$ cat src/rtl/psum_accumulator.sv
// psum_accumulator: sums the array's bottom-row psum vector over a programmed
// number of beats into per-column accumulators. It then drains the column
// totals one per transfer over a valid/ready stream.
//
// Ports:
//   clk, rst_n           clock, asynchronous active-low reset
//   start, num_passes    tile request (honoured in IDLE, num_passes != 0)
//   psum_valid, psums    per-beat psum vector, ARRAY_SIZE signed lanes
//   out_valid/out_ready  drain handshake
//   out_data, out_col    accumulated column total and its index
//   out_last             marks the final column of a drain
//   busy                 tile in progress
//   dropped              sticky: a beat arrived outside accumulation
module psum_accumulator #(
    parameter int unsigned ARRAY_SIZE     = 8,
    parameter int unsigned LOG_ARRAY_SIZE = 3,
    parameter int unsigned COL_WIDTH      = 10 + LOG_ARRAY_SIZE,
    parameter int unsigned ACC_WIDTH      = 64,
    parameter int unsigned PASS_WIDTH     = 8
) (
    input  logic                                    clk,
    input  logic                                    rst_n,
    input  logic                                    start,
    input  logic [PASS_WIDTH-1:0]                   num_passes,
    input  logic                                    psum_valid,
    input  logic [ARRAY_SIZE*COL_WIDTH*4-1:0]       psums,
    output logic                                    out_valid,
    input  logic                                    out_ready,
    output logic [ACC_WIDTH-1:0]                    out_data,
    output logic [LOG_ARRAY_SIZE-1:0]               out_col,
    output logic                                    out_last,
    output logic                                    busy,
    output logic                                    dropped
);

    localparam int unsigned LANE_W = COL_WIDTH * 4;
    localparam logic [LOG_ARRAY_SIZE-1:0] LAST_COL = LOG_ARRAY_SIZE'(ARRAY_SIZE - 1);

    typedef enum logic [1:0] {
        S_IDLE  = 2'd0,
        S_ACCUM = 2'd1,
        S_DRAIN = 2'd2
    } state_t;

    state_t                     r_state;
    state_t                     w_state_nxt;

    logic [ACC_WIDTH-1:0]       r_acc [ARRAY_SIZE];
    logic [ACC_WIDTH-1:0]       w_sum [ARRAY_SIZE];
    logic [PASS_WIDTH-1:0]      r_count;
    logic [PASS_WIDTH-1:0]      r_pass_target;
    logic [LOG_ARRAY_SIZE-1:0]  r_col;

    logic                       r_out_valid;
    logic [ACC_WIDTH-1:0]       r_out_data;
    logic [LOG_ARRAY_SIZE-1:0]  r_out_col;
    logic                       r_out_last;
    logic                       r_busy;
    logic                       r_dropped;

    logic [PASS_WIDTH-1:0]      w_count_nxt;
    logic [PASS_WIDTH-1:0]      w_pass_nxt;
    logic [LOG_ARRAY_SIZE-1:0]  w_col_nxt;
    logic                       w_out_valid_nxt;
    logic [ACC_WIDTH-1:0]       w_out_data_nxt;
    logic [LOG_ARRAY_SIZE-1:0]  w_out_col_nxt;
    logic                       w_out_last_nxt;
    logic                       w_busy_nxt;
    logic                       w_dropped_nxt;

    logic                       w_start_ok;
    logic                       w_beat;
    logic [PASS_WIDTH-1:0]      w_count_inc;
    logic                       w_last_beat;
    logic                       w_xfer;
    logic                       w_last_xfer;

    assign w_start_ok  = (r_state == S_IDLE) && start && (num_passes != '0);
    assign w_beat      = (r_state == S_ACCUM) && psum_valid;
    assign w_count_inc = r_count + PASS_WIDTH'(1);
    assign w_last_beat = w_beat && (w_count_inc == r_pass_target);
    assign w_xfer      = (r_state == S_DRAIN) && r_out_valid && out_ready;
    assign w_last_xfer = w_xfer && (r_col == LAST_COL);

    // First beat of a tile overwrites instead of adding, so no clear cycle is needed
    always_comb begin
        for (int c = 0; c < int'(ARRAY_SIZE); c++) begin
            w_sum[c] = ((r_count == '0) ? '0 : r_acc[c])
                     + ACC_WIDTH'($signed(psums[c*LANE_W +: LANE_W]));
        end
    end

    // State register
    always_ff @(posedge clk or negedge rst_n) begin
        if (!rst_n) begin
            r_state <= S_IDLE;
        end else begin
            r_state <= w_state_nxt;
        end
    end

    // Next-state logic
    always_comb begin
        w_state_nxt = r_state;
        case (r_state)
            S_IDLE:  if (w_start_ok)  w_state_nxt = S_ACCUM;
            S_ACCUM: if (w_last_beat) w_state_nxt = S_DRAIN;
            S_DRAIN: if (w_last_xfer) w_state_nxt = S_IDLE;
            default: w_state_nxt = S_IDLE;
        endcase
    end

    // Output / datapath next values
    always_comb begin
        w_count_nxt    = r_count;
        w_pass_nxt     = r_pass_target;
        w_col_nxt      = r_col;
        w_dropped_nxt  = r_dropped;
        w_out_data_nxt = r_out_data;

        if (w_start_ok) begin
            w_pass_nxt  = num_passes;
            w_count_nxt = '0;
        end
        if (w_beat) begin
            w_count_nxt = w_count_inc;
        end

        if (w_last_beat) begin
            w_col_nxt = '0;
        end else if (w_xfer) begin
            w_col_nxt = r_col + LOG_ARRAY_SIZE'(1);
        end

        // An accepted start clears the flag even if a stray beat arrives with it
        if (psum_valid && (r_state != S_ACCUM)) begin
            w_dropped_nxt = 1'b1;
        end
        if (w_start_ok) begin
            w_dropped_nxt = 1'b0;
        end

        if (w_state_nxt == S_DRAIN) begin
            if (w_last_beat) begin
                w_out_data_nxt = w_sum[0];
            end else if (w_xfer) begin
                w_out_data_nxt = r_acc[w_col_nxt];
            end
        end else begin
            w_out_data_nxt = '0;
        end

        w_out_valid_nxt = (w_state_nxt == S_DRAIN);
        w_busy_nxt      = (w_state_nxt != S_IDLE);
        w_out_col_nxt   = (w_state_nxt == S_DRAIN) ? w_col_nxt : '0;
        w_out_last_nxt  = (w_state_nxt == S_DRAIN) && (w_col_nxt == LAST_COL);
    end

    // Datapath and output registers
    always_ff @(posedge clk or negedge rst_n) begin
        if (!rst_n) begin
            for (int c = 0; c < int'(ARRAY_SIZE); c++) begin
                r_acc[c] <= '0;
            end
            r_count       <= '0;
            r_pass_target <= '0;
            r_col         <= '0;
            r_out_valid   <= 1'b0;
            r_out_data    <= '0;
            r_out_col     <= '0;
            r_out_last    <= 1'b0;
            r_busy        <= 1'b0;
            r_dropped     <= 1'b0;
        end else begin
            if (w_beat) begin
                for (int c = 0; c < int'(ARRAY_SIZE); c++) begin
                    r_acc[c] <= w_sum[c];
                end
            end
            r_count       <= w_count_nxt;
            r_pass_target <= w_pass_nxt;
            r_col         <= w_col_nxt;
            r_out_valid   <= w_out_valid_nxt;
            r_out_data    <= w_out_data_nxt;
            r_out_col     <= w_out_col_nxt;
            r_out_last    <= w_out_last_nxt;
            r_busy        <= w_busy_nxt;
            r_dropped     <= w_dropped_nxt;
        end
    end

    assign out_valid = r_out_valid;
    assign out_data  = r_out_data;
    assign out_col   = r_out_col;
    assign out_last  = r_out_last;
    assign busy      = r_busy;
    assign dropped   = r_dropped;

endmodule

$ cat config.mk
export PLATFORM = sky130hd
export DESIGN_NAME = psum_accumulator
export DESIGN_NICKNAME = d
export VERILOG_FILES = /design/src/rtl/psum_accumulator.sv
export SDC_FILE = /design/constraint.sdc
export NUM_CORES = 2
export LEC_CHECK = 0
export BUFFER_PORTS_ARGS = -buffer_cell sky130_fd_sc_hd__buf_2
export CAP_MARGIN = 20
export CORE_MARGIN = 4
export CORE_UTILIZATION = 54
export CTS_CLUSTER_DIAMETER = 50
export DETAILED_ROUTE_END_ITERATION = 8
export PLACE_DENSITY = 0.73
export SLEW_MARGIN = 20
export SYNTH_ARGS = -nofsm -noshare
export SYNTH_HDL_FRONTEND = slang
export SYNTH_SLANG_ARGS = --single-unit
$ cat constraint.sdc
create_clock -name clk -period 5.4 [get_ports clk]
set_clock_uncertainty 0.1 [all_clocks]
set_input_delay 0.81 -clock clk [delete_from_list [all_inputs] [get_ports clk]]
set_output_delay 0.81 -clock clk [all_outputs]
set_load 0.005 [all_outputs]
Word level (Yosys, flattened, before mapping)
Cells that the tools add are included.
{"block": "op_classes", "div_mod_pow": 0, "eq_ne": 8, "bitwise": 1, "n_reduce_logical": 15, "mux": 25, "shift": 0, "order_cmp": 1, "mul": 0, "add_sub_neg": 10}
{"operator": "64-bit two-way mux", "count": 13}
{"operator": "64-bit adder", "count": 8}
{"operator": "64-bit binary-select mux with 3-bit select", "count": 1}
{"operator": "8-bit two-way mux", "count": 2}
{"operator": "1-bit logical AND", "count": 9}
{"operator": "3-bit two-way mux", "count": 3}
{"operator": "8-bit by 1-bit adder with 8-bit output, second input constant", "count": 1}
{"operator": "8-bit equality test", "count": 1}
{"operator": "8-bit logical NOT", "count": 1}
{"operator": "8-bit nonzero test", "count": 1}
{"operator": "3-bit equality test, second input constant", "count": 2}
{"operator": "2-bit two-way mux", "count": 3}
{"operator": "2-bit one-hot mux with 3 select lines", "count": 1}
{"operator": "2-bit nonzero test", "count": 3}
{"operator": "2-bit equality test, second input constant", "count": 2}
{"operator": "4-bit greater-or-equal comparator, second input constant", "count": 1}
{"operator": "3-bit NOT with 4-bit output", "count": 1}
{"operator": "3-bit by 1-bit adder with 3-bit output, second input constant", "count": 1}
{"operator": "3-bit by 1-bit != test with 1-bit output, second input constant", "count": 1}
{"operator": "2-bit by 1-bit equality test with 1-bit output, second input constant", "count": 1}
{"operator": "2-bit logical NOT", "count": 1}
{"operator": "1-bit two-way mux", "count": 2}
{"operator": "2-bit by 1-bit != test with 1-bit output, second input constant", "count": 1}
{"block": "totals", "reg_bits": 604, "ramBits": 0, "out_inout_bits": 71, "mem_count": 0, "mem_bits_ro": 0, "latchBits": 0, "wordCells": 78, "in_bits": 429}

Longest topological paths before layout
{"block": "logic_depth", "ltp_word": 12, "ltp_mapped": 22, "depth_no_buf": 20}

Worst setup path after synthesis
Ideal clock, no wire load.
{"block": "synth_timing", "path_kind": "register -> register", "startpoint": "register r_count[4]", "endpoint": "register r_acc[382] (netlist name)", "path_stages_with_launch": 21, "setup_ps": 129, "t_arrival_ps": 4604, "setup_slack_ps": 567, "synth_period_minus_slack_ps": 4833, "n_path_buf": 2, "required_time_ps": 5171, "path_cell_list": "dfrtp_1 > nor4_1 > nand3_1 > clkbuf_1 > clkbuf_1 > and2_1 > ha_1 > fa_1 > a211oi_1 > o21ai_1 > nand3_1 > a21boi_1 > a311oi_2 > o31ai_1 > o2bb2ai_1 > o41a_1 > a221o_1 > and2_4 > a21oi_1 > xor2_1 > o21ai_1"}
{"block": "synth_via", "elab_chain_cells": 3}
{"item": "from (decl)", "line_no": "50", "source": "logic [PASS_WIDTH-1:0] r_count;"}
{"item": "from (signal assigned)", "line_no": "180", "source": "r_count <= w_count_nxt;"}
{"item": "8-bit logical NOT", "line_no": "88", "source": "w_sum[c] = ((r_count == '0) ? '0 : r_acc[c])"}
{"item": "64-bit two-way mux", "line_no": "88"}
{"item": "64-bit adder", "line_no": "89", "source": "+ ACC_WIDTH'($signed(psums[c*LANE_W +: LANE_W]));"}
{"item": "to (signal, indexed assignment)", "line_no": "177", "source": "r_acc[c] <= w_sum[c];"}
{"item": "to (decl)", "line_no": "48", "source": "logic [ACC_WIDTH-1:0] r_acc [ARRAY_SIZE];"}
Every way passes these cells.
A chain may end at the register's enable or synchronous reset.

Final worst setup path
{"block": "layout_timing", "startpoint": "register r_count[5]", "endpoint": "register r_acc[254] (netlist name)"}
Same word-level chain as after synthesis.

==> summary.txt <==
max-slew violation count: 0
Syn-to-layout area delta: 14.2%
Hold Path Origin: num_passes[7]
fraction of registers with async set/reset: 100%
die width: 335 um
Final Hold Violating Endpoints: 0
die height: 335 um
GR Overflow Total: 0
ys flop type: dfrtp_1
cell family with most CP delay: compound AO/OA/AOI/OAI gates
global-route wire length before repair: 353 mm
status: complete, no violations
mapped cell area: 57800 um2
Placed Area: 62100 um2
cts bufs inserted: 104
DR vias: 60.1k
Post-synth EDFFs: 0
TritonCTS clock tree: yes
clock latency on the worst-skew pair: 0.72 ns
WL final: 240 mm
clock root cell: clkbuf_16
Syn Inst Count: 7631
xor/xnor share of the synthesized area: 7.31%
Die Area: 112000 um2
syn nets: 8576
CP required: 5.84 ns
Final Wtd Congestion: 1.03
post-synthesis mux area share: 0.615%
I/O Pins: 500
vias in the first global route: 56.9k
std cell rows: 119
Final Worst Setup Slack: 0.153 ns
fin nets: 8930
Post-DRT Antenna Nets: 0
Layout fillers: 9640
maximum vdd drop: 0.429 mV
H-tree depth: 3
Relative slew margins: 12.7%
clock sinks: 604
count of maximum capacitance violations: 0
WHS Path Cells: 2
R2R Setup Slk: 0.15 ns
RSZ-0062 raised after global routing: yes
HPWL Detailed: 189 mm
worst hold endpoint: r_pass_target[7]
WS Path Type: flip-flop to flip-flop
pre-CTS setup slack: -0.0400 ns
fin area: 66000 um2
Synth Area in Simple Gates: 24.9%
RR Startpoint: r_count[5]
Cell variety after synth: 96
CP peak stage delay: 0.45 ns
Critical-path top delay cell: dfrtp_2
drt initial violations: 6145
Fmax achieved: 191 MHz
wire length per cell: 25.4 um
CP arrival: 5.69 ns
1st-pass router iterations: 6
crit-path cells: nor4_2 -> buf_4 -> nand3_4 -> buf_16 -> and2_1 -> ha_1 -> fa_1 -> a21o_1 -> a211o_1 -> a211o_4 -> a311o_1 -> a21oi_2 -> o21ai_1 -> a21oi_2 -> nor4_1 -> o21a_1 -> a21oi_2 -> o21ai_1 -> xnor2_1 -> o21ai_0
CP bufs+invs: 2
#FFs+latches synth: 604
sequential fraction of the synthesis area: 26.2%
Synth Area in Compound Gates: 25.8%
Synth Area in Adders: 11.3%
share of layout cells above drive strength 1: 12.6%
Synth Warn #: 0
Leak Pwr: 31.9 nW
CP Max Fanout: 28
min Tclk post-route: 5.25 ns
total design power: 48.0 mW
Global Route Usage Sum: 41.2%
CP startpoint kind: flip-flop
Setup violations, final: 0
setup TNS: 0 ns
initial core utilization: 54.7%
Tcrit/Tclk final: 97.2%
DRC: 0
CTS clk-pin slew, worst paths: 0.06 ns
HP Class: input pin to flip-flop
Worst R2R Path Depth: 20
pin count of the biggest net entering global routing: 213
cell mode on critical path: a21oi_2
DR vias/cell: 6.34
Synth top area share: 26.2%
initial antenna violation count: 14
pwr dens: 727 nW/um2
core footprint: 106000 um2
maximum buffer depth of the clock tree: 3
largest family of logic cells by synthesized area: compound AO/OA/AOI/OAI gates
Synth area leaders: dfrtp_1 (26%), ha_1 (11%), nand2_1 (8.6%)
Worst R2R End: r_acc[254]
leading area contributor after synthesis: dfrtp_1
WP depth: 20
Tightest Pin Transition: 1.31 ns
critical path endpoint category: flip-flop
Syn Area/Cell: 7.57 um2
I/O Buffers: 499
[cell usage in the layout (no fill, tap or decap), types with 36 or more instances in the layout]
master	Yosys	final
nor2b_1	69	69
nand2_1	1318	1317
o21ai_0	712	708
o211ai_1	39	39
o21bai_1	86	86
a21oi_1	594	588
a21o_1	357	357
nand2b_1	64	64
inv_1	132	132
and3_1	73	73
and2_1	532	531
dfrtp_1	604	603
o31ai_1	39	36
nand3_1	399	398
o21a_1	63	63
buf_4	2	188
a31oi_1	96	94
nor2_1	260	258
xnor2_1	253	252
nand4_1	121	121
o21ai_1	66	64
ha_1	508	506
a211oi_1	54	53
xor2_1	229	228
nor3_1	66	64
buf_2	22	498
clkbuf_16	0	105
[stage by stage]
step | hold slack [ns] | utilization (%) | std cells
4_1_cts | 0.220 | 62.1 | 9457
5_1_grt | 0.237 | 62.4 | 9469
3_5_place_dp | 0.363 | 58.7 | 9262
6_report | 0.244 | 62.4 | 9475
2_1_floorplan | 0.352 | - | 7631
3_3_place_gp | 0.354 | 58.7 | 9262
[what timing repair did]
| action | 4_1_cts | 5_1_grt |
|---|---|---|
| endpoints found under the hold margin | 28 | 0 |
| gates resized for setup | 1 | 48 |
| hold buffers | 1 | 0 |
| setup buffers | 0 | 5 |
| setup endpoints to repair | 1 | 78 |
| pin swaps | 0 | 9 |
| cloned | 0 | 1 |
[layout make-up]
class	instances	area, um2	share of cell area, %
Inverter	134	505	0.766
Timing Repair Buffer	709	4330	6.56
Antenna cell	11	27.5	0.0417
Sequential cell	604	15100	22.9
Multi-Input combinational cell	6432	40700	61.7
Tap cell	1391	1740	2.64
Clock inverter	75	816	1.24
Clock buffer	119	2750	4.17
[flip-flops by register name, summed over array words and instances, names as in the netlist]
signal / cells
busy: 1
dropped: 1
r_acc: 512
out_data: 64
r_count: 8
out_col: 3
r_state: 2
out_last: 1
r_col: 3
r_pass_target: 8
out_valid: 1
[worst max path at each step]
stage / from / endpoint / slack (ns)
5_1_grt: r_count[5] / r_acc[62] / -0.03
3_3_place_gp: r_count[5] / r_acc[254] / 0.07
4_1_cts: r_count[5] / r_acc[254] / 0.04
3_5_place_dp: r_count[5] / r_acc[254] / -0.04
2_1_floorplan: r_count[4] / r_acc[382] / 0.57
6_report: r_count[5] / r_acc[254] / 0.15
[cells by family (layout without fill, tap and decap cells)]
logic type      Yosys count  after routing
compound gates         2391           2391
xor+xnor                482            482
fa+ha+maj               516            516
buf+inv                 595           1037
flops                   604            604
mux                      34             34
other cells               0             11
simple gates           3009           3009
[synthesized netlist by cell type, types with 54 or more instances]
master    count
nand2_1    1318
o21ai_0     712
dfrtp_1     604
a21oi_1     594
and2_1      532
ha_1        508
clkbuf_1    412
nand3_1     399
a21o_1      357
nor2_1      260
xnor2_1     253
xor2_1      229
inv_1       132
nand4_1     121
a31oi_1      96
o21bai_1     86
and3_1       73
nor2b_1      69
nor3_1       66
o21ai_1      66
nand2b_1     64
o21a_1       63
a211oi_1     54
[worst register-to-register path, stage by stage (launching register included)]
cell,delay [ns]
dfrtp_2,0.45
nor4_2,0.25
buf_4,0.17
nand3_4,0.14
buf_16,0.21
and2_1,0.27
ha_1,0.20
fa_1,0.44
a21o_1,0.19
a211o_1,0.33
a211o_4,0.39
a311o_1,0.42
a21oi_2,0.18
o21ai_1,0.12
a21oi_2,0.29
nor4_1,0.11
o21a_1,0.24
a21oi_2,0.19
o21ai_1,0.13
xnor2_1,0.15
o21ai_0,0.10
[per-layer routing]
metal,routed length (um),global-route usage (%),up-vias
met5,60,0,-
met4,18300,26.4,8
met3,22200,8.72,634
met2,106000,64.1,2758
met1,94200,52.1,28653
li1,-,-,28006
[report_power, final]
part	leakage (nW)	internal, mW	switching [mW]
registers	7.53	6.70	2.19
logic	22.7	13.0	19.3
clock network	1.74	4.07	2.75
(Power assumes the default switching activity.)
